<file path="config.mk">
export PLATFORM = sky130hd
export DESIGN_NAME = scaler_mem_writer_flat
export DESIGN_NICKNAME = d
export VERILOG_FILES = /design/src/rtl/scaler_mem_writer_if.sv /design/src/rtl/scaler_mem_writer.sv /design/src/flat_wrapper.sv
export SDC_FILE = /design/constraint.sdc
export NUM_CORES = 1
export LEC_CHECK = 0
export BUFFER_PORTS_ARGS = -buffer_cell sky130_fd_sc_hd__buf_4
export CAP_MARGIN = 5
export CELL_PAD_IN_SITES_DETAIL_PLACEMENT = 1
export CELL_PAD_IN_SITES_GLOBAL_PLACEMENT = 1
export CORE_ASPECT_RATIO = 1.5
export CORE_MARGIN = 2
export CORE_UTILIZATION = 34
export DETAILED_ROUTE_END_ITERATION = 6
export PLACE_DENSITY = 0.86
export SLEW_MARGIN = 25
export SYNTH_ARGS = -nofsm -noshare
export SYNTH_HDL_FRONTEND = slang
export SYNTH_SLANG_ARGS = --single-unit
</file>
<file path="constraint.sdc">
create_clock -name clk -period 2.2 [get_ports clk]
set_input_delay 0.66 -clock clk [delete_from_list [all_inputs] [get_ports clk]]
set_output_delay 0.66 -clock clk [all_outputs]
set_load 0.05 [all_outputs]
</file>
<file path="src/rtl/scaler_mem_writer_if.sv">
// Bundles the upstream word stream and the scaler memory write port of the
// scaler memory writer. The slave side is the writer; the master side is the
// host/DMA plus memory environment that feeds words and observes writes.
interface scaler_mem_writer_if #(
    parameter int SCALER_WIDTH = 32,
    parameter int ADDR_WIDTH   = 4
);
    logic                    s_valid;
    logic [SCALER_WIDTH-1:0] s_data;
    logic                    s_ready;
    logic                    mem_we;
    logic [ADDR_WIDTH-1:0]   mem_addr;
    logic [SCALER_WIDTH-1:0] mem_din;

    modport slave (
        input  s_valid, s_data,
        output s_ready, mem_we, mem_addr, mem_din
    );

    modport master (
        output s_valid, s_data,
        input  s_ready, mem_we, mem_addr, mem_din
    );
endinterface

</file>
<file path="src/rtl/scaler_mem_writer.sv">
// Scaler memory writer: after a start request with a base address and a word
// count, accepts exactly that many words from the upstream stream and issues
// one registered memory write per accepted word, one cycle after acceptance.
// The address pointer wraps modulo the memory depth. Pulses done with the
// final write; an illegal count raises a sticky error and nothing is written.
module scaler_mem_writer #(
    parameter int SCALER_WIDTH = 32,
    parameter int ADDR_WIDTH   = 4
) (
    input  logic                  clk,
    input  logic                  rst_n,
    input  logic                  i_load_start,
    input  logic [ADDR_WIDTH-1:0] i_load_base,
    input  logic [ADDR_WIDTH:0]   i_load_count,
    output logic                  o_load_busy,
    output logic                  o_load_done,
    output logic                  o_load_err,
    scaler_mem_writer_if.slave    bus
);

    localparam int                DEPTH     = 1 << ADDR_WIDTH;
    localparam logic [ADDR_WIDTH:0] MAX_COUNT = (ADDR_WIDTH + 1)'(DEPTH);
    localparam logic [ADDR_WIDTH:0] ONE_LEFT  = (ADDR_WIDTH + 1)'(1);

    typedef enum logic [1:0] {
        ST_IDLE,
        ST_LOAD,
        ST_DONE
    } state_t;

    state_t                  r_state;
    logic [ADDR_WIDTH-1:0]   r_addr_ptr;
    logic [ADDR_WIDTH:0]     r_remaining;
    logic                    r_s_ready;
    logic                    r_mem_we;
    logic [ADDR_WIDTH-1:0]   r_mem_addr;
    logic [SCALER_WIDTH-1:0] r_mem_din;
    logic                    r_load_busy;
    logic                    r_load_done;
    logic                    r_load_err;

    logic w_count_legal;
    logic w_handshake;

    // A count is legal when it names between one word and the full memory.
    assign w_count_legal = (i_load_count != '0) && (i_load_count <= MAX_COUNT);
    // s_ready is only ever high in LOAD, so this is also the in-LOAD accept.
    assign w_handshake   = bus.s_valid && r_s_ready;

    // Load sequencer: start decode, per-beat write issue and completion.
    // NOTE: every register here is assigned with <= so all updates see the
    // values from before the clock edge; blocking assignments would let later
    // statements observe half-updated state and change the pipeline timing.
    always_ff @(posedge clk) begin
        if (!rst_n) begin
            r_state     <= ST_IDLE;
            r_addr_ptr  <= '0;
            r_remaining <= '0;
            r_s_ready   <= 1'b0;
            r_mem_we    <= 1'b0;
            r_mem_addr  <= '0;
            r_mem_din   <= '0;
            r_load_busy <= 1'b0;
            r_load_done <= 1'b0;
            r_load_err  <= 1'b0;
        end else begin
            // Strobes are single-cycle unless re-asserted below.
            r_mem_we    <= 1'b0;
            r_load_done <= 1'b0;

            case (r_state)
                ST_IDLE: begin
                    if (i_load_start) begin
                        if (w_count_legal) begin
                            r_addr_ptr  <= i_load_base;
                            r_remaining <= i_load_count;
                            r_load_err  <= 1'b0;
                            r_s_ready   <= 1'b1;
                            r_load_busy <= 1'b1;
                            r_state     <= ST_LOAD;
                        end else begin
                            r_load_err  <= 1'b1;
                        end
                    end
                end

                ST_LOAD: begin
                    // Starts arriving here are deliberately not looked at.
                    if (w_handshake) begin
                        r_mem_we    <= 1'b1;
                        r_mem_addr  <= r_addr_ptr;
                        r_mem_din   <= bus.s_data;
                        r_addr_ptr  <= r_addr_ptr + ADDR_WIDTH'(1);
                        r_remaining <= r_remaining - ONE_LEFT;
                        if (r_remaining == ONE_LEFT) begin
                            r_s_ready   <= 1'b0;
                            r_load_done <= 1'b1;
                            r_state     <= ST_DONE;
                        end
                    end
                end

                ST_DONE: begin
                    // The final write and done are on the outputs this cycle.
                    r_load_busy <= 1'b0;
                    r_state     <= ST_IDLE;
                end

                default: begin
                    r_s_ready   <= 1'b0;
                    r_load_busy <= 1'b0;
                    r_state     <= ST_IDLE;
                end
            endcase
        end
    end

    assign bus.s_ready  = r_s_ready;
    assign bus.mem_we   = r_mem_we;
    assign bus.mem_addr = r_mem_addr;
    assign bus.mem_din  = r_mem_din;
    assign o_load_busy  = r_load_busy;
    assign o_load_done  = r_load_done;
    assign o_load_err   = r_load_err;

endmodule
</file>
<file path="src/flat_wrapper.sv">
// flat-port wrapper written by rule: the top's interface ports become plain ports
module scaler_mem_writer_flat 
#(
    parameter int SCALER_WIDTH = 32,
    parameter int ADDR_WIDTH   = 4
)
  (clk, rst_n, i_load_start, i_load_base, i_load_count, o_load_busy, o_load_done, o_load_err, bus_s_valid, bus_s_data, bus_s_ready, bus_mem_we, bus_mem_addr, bus_mem_din);
  scaler_mem_writer_if #(.SCALER_WIDTH(SCALER_WIDTH), .ADDR_WIDTH(ADDR_WIDTH)) bus_i ();
  input  logic clk;
  input  logic rst_n;
  input  logic i_load_start;
  input  logic [ADDR_WIDTH-1:0] i_load_base;
  input  logic [ADDR_WIDTH:0] i_load_count;
  output logic o_load_busy;
  output logic o_load_done;
  output logic o_load_err;
  input wire logic [$bits(bus_i.s_valid)-1:0] bus_s_valid;
  input wire logic [$bits(bus_i.s_data)-1:0] bus_s_data;
  output wire logic [$bits(bus_i.s_ready)-1:0] bus_s_ready;
  output wire logic [$bits(bus_i.mem_we)-1:0] bus_mem_we;
  output wire logic [$bits(bus_i.mem_addr)-1:0] bus_mem_addr;
  output wire logic [$bits(bus_i.mem_din)-1:0] bus_mem_din;
  assign bus_i.s_valid = bus_s_valid;
  assign bus_i.s_data = bus_s_data;
  assign bus_s_ready = bus_i.s_ready;
  assign bus_mem_we = bus_i.mem_we;
  assign bus_mem_addr = bus_i.mem_addr;
  assign bus_mem_din = bus_i.mem_din;
  scaler_mem_writer #(.SCALER_WIDTH(SCALER_WIDTH), .ADDR_WIDTH(ADDR_WIDTH)) u_core (.clk(clk), .rst_n(rst_n), .i_load_start(i_load_start), .i_load_base(i_load_base), .i_load_count(i_load_count), .o_load_busy(o_load_busy), .o_load_done(o_load_done), .o_load_err(o_load_err), .bus(bus_i));
endmodule
</file>
==> flow_summary.toml <==
[cts]
path_clk_slew_ps = 90
clk-insertion-delay-late_ps = 300
clock_sinks = 52
cts_made_buffers = 5
clockRootBuffer = "clkbuf_8"
hold_buffers = 0
post_cts_resized = 0
htree_levels = 2
cts_tree = "yes"
post_cts_buffers = 0
clock_path_buffers = 2

[synthesis]
syn-num-nets = 307
synth_cell_types = 38
async_flop_share_pct = 0
avgSynthCellArea_um2 = 8.17
synth_seq_cells = 52
syn_area_um2 = 2120
seq_area_frac_synth_pct = 49.2
synth-edff-count = 0
ys_dominant_reg_cell = "dfxtp_1"
synth_cells = 259
yosysWarnings = 0

[global_route]
antenna_found_initial = 0
track_usage_pct = 17.7
grt_max_degree = 43
first_global_vias = 2056
overflow = 0
grt_pass1_wl_um = 9400

[final_layout]
fill_cells = 775
antenna_cells = 0
drive_gt1_share_pct = 30.6
fin_cells = 417
area_delta_synth_final_pct = 38.1
finalInstanceArea_um2 = 2920
nets = 390

[pwr]
power.internal_uw = 1350
p_total_uw = 1840
swShare_pct = 26.6
p_leak_uw = 0.00118
seqPwrFrac_pct = 54.1
p_sw_uw = 489
p_comb_share_pct = 15.2
clockPowerShare_pct = 30.7
peakVddDrop_mv = 0.340
cellPowerDensity_nw_per_um2 = 629

[setup_path]
crit_path_end_kind = "register"
path_max_fanout = 8
cpMostUsedCell = "buf_4"
required_ps = 2410
startpoint_type = "input pin"
critical_path.slowest_cell = "mux2i_1"
critPathKind = "input pin to register"
slowest_delay_ps = 380
path_cells = "buf_4, nor4_4, mux2i_1, buf_4, a22oi_1, o32ai_1"
cp.arrival_ps = 1970

[die]
rows = 35
fp.dieArea_um2 = 6880
die_h_um = 101
fp.coreArea_um2 = 6090
initial_utilization_pct = 34.8
num_io_pins = 86
dieWidth_um = 68.4

[placed_design]
place_inst = 409
globalplace.congestion = 0.854
preCtsSetupSlack_ps = 119
place_area_um2 = 2830
post-dp-hpwl_um = 4490
port_buffers = 85

[timing]
setup_ws_ps = 434
fin_setup_tns_ps = 0
period_minus_slack_ps = 1770
hold_viol_final = 0
relSlewSlack_pct = 53.5
fmax_mhz = 566
finClkSkew_ps = 11.6
maxSlewViolCount = 0
finalSetupViolations = 0
period_share_pct = 80.3
tightestPinTransition_ps = 688
rsz0062_at_grt = "no"

[outcome]
status = "complete, no violations"

[detailed_routing]
drt-pass1-iter-count = 4
vias_per_cell = 5.02
vias = 2094
wl_um = 6000
ant_nets = 0
routedWlPerCell_um = 14.4
drt-initial-drc-count = 45
drc = 0

[job]
max-cap-violations = 0

[worst_hold_path]
hp-class = "register to register"
## kinds of logic (layout without fill, tap and decap cells)
logic type               after synthesis  after routing  synth area share (%)
multiplexers                           2              2                 0.946
buffers and inverters                 25            109                  5.85
AO/OA/AOI/OAI                         67             67                  19.0
AND/OR/NAND/NOR                      109            109                  22.8
XOR/XNOR                               1              1                 0.414
flip-flops                            52             52                  49.2
adder cells (fa/ha/maj)                3              3                  1.77
## routing by layer
layer  vias to the layer above  global-route usage, %  wire [um]
met2                        60                   33.0       3340
li1                       1041                      -          -
met3                        11                   3.35        245
met5                         -                      0          0
met4                         0                   6.15        112
met1                       982                   19.0       2300
## flip-flops by register name, summed over array words and instances, names as in the netlist
register and cells:
u_core.bus.mem_we 1, u_core.bus.mem_din 32, u_core.bus.mem_addr 4, u_core.o_load_done 1, u_core.r_state 2, u_core.o_load_busy 1, u_core.r_addr_ptr 4, u_core.bus.s_ready 1
u_core.r_remaining 5, u_core.o_load_err 1
## power groups by stage
stage          clock (uW)  combinational [uW]  sequential, uW
5_1_grt               628                 304             999
3_3_place_gp            0                 276            1010
3_5_place_dp            0                 280            1020
4_1_cts               594                 281             995
6_report              564                 279             994
2_1_floorplan           0                 118            1050
## cells in the final DEF (no fill, tap or decap), types with 2 or more instances in the layout
cell type  netlist  routed
nor3_1           3       3
o32ai_1          6       6
buf_4            3      93
inv_1            7       7
a22oi_1          2       2
and3_1           4       4
mux2i_1          2       2
ha_1             3       3
a21oi_1         48      48
nand3_1          3       3
nor2_1           8       8
nand2_1         80      80
clkbuf_8         0       6
dfxtp_1         52      52
a31oi_1          3       3
## path summary, 6_finish.rpt
check / from / endpoint / slack [ps] / cells after the start
worst max-delay path: i_load_count[3] / u_core.r_addr_ptr[3]$_SDFFE_PN0P_ / 430 / 6
worst min-delay path: u_core.bus.mem_din[8]$_SDFFE_PN0P_ / u_core.bus.mem_din[8]$_SDFFE_PN0P_ / 460 / 2
worst min register to register: u_core.bus.mem_din[8]$_SDFFE_PN0P_ / u_core.bus.mem_din[8]$_SDFFE_PN0P_ / 460 / 2
worst max register to register: u_core.r_state[1]$_SDFFE_PN0P_ / u_core.r_remaining[1]$_SDFFE_PN0P_ / 510 / 5
## cell type report
class                           count  area (um^2)  area share (%)
Sequential cell                    52         1040            35.6
Multi-Input combinational cell    182          951            32.5
Inverter                            7         26.3           0.899
Timing Repair Buffer               94          718            24.6
Clock inverter                      1         7.51           0.257
Tap cell                           74         92.6            3.17
Clock buffer                        7         86.3            2.95
## synth_stat cells (2+ instances only)
master     n  area share [%]
mux2i_1    2            0.95
and3_1     4             1.2
a22oi_1    2            0.71
a21oi_1   48              11
nand3_1    3            0.71
dfxtp_1   52              49
inv_1      7             1.2
nor3_1     3            0.71
buf_6      2             1.1
nand2_1   80              14
buf_2      3            0.71
nor2_1     8             1.4
ha_1       3             1.8
clkbuf_1   9             1.6
buf_4      3             1.1
a31oi_1    3            0.89
o32ai_1    6             2.5
## metrics by stage
stage | hold slack [ps] | util [%]
after floorplan | 446 | -
after detailed placement | 452 | 46.5
after global placement | 443 | 46.5
after global routing | 481 | 48.0
after CTS | 467 | 48.0
final | 463 | 48.0
## worst max-delay path, delay by kind of cell
| kind | cells | cell delay (ps) |
|---|---|---|
| mux | 1 | 380 |
| buf+inv | 2 | 350 |
| simple gates | 1 | 330 |
| compound gates | 2 | 240 |
(Power assumes the default switching activity.)
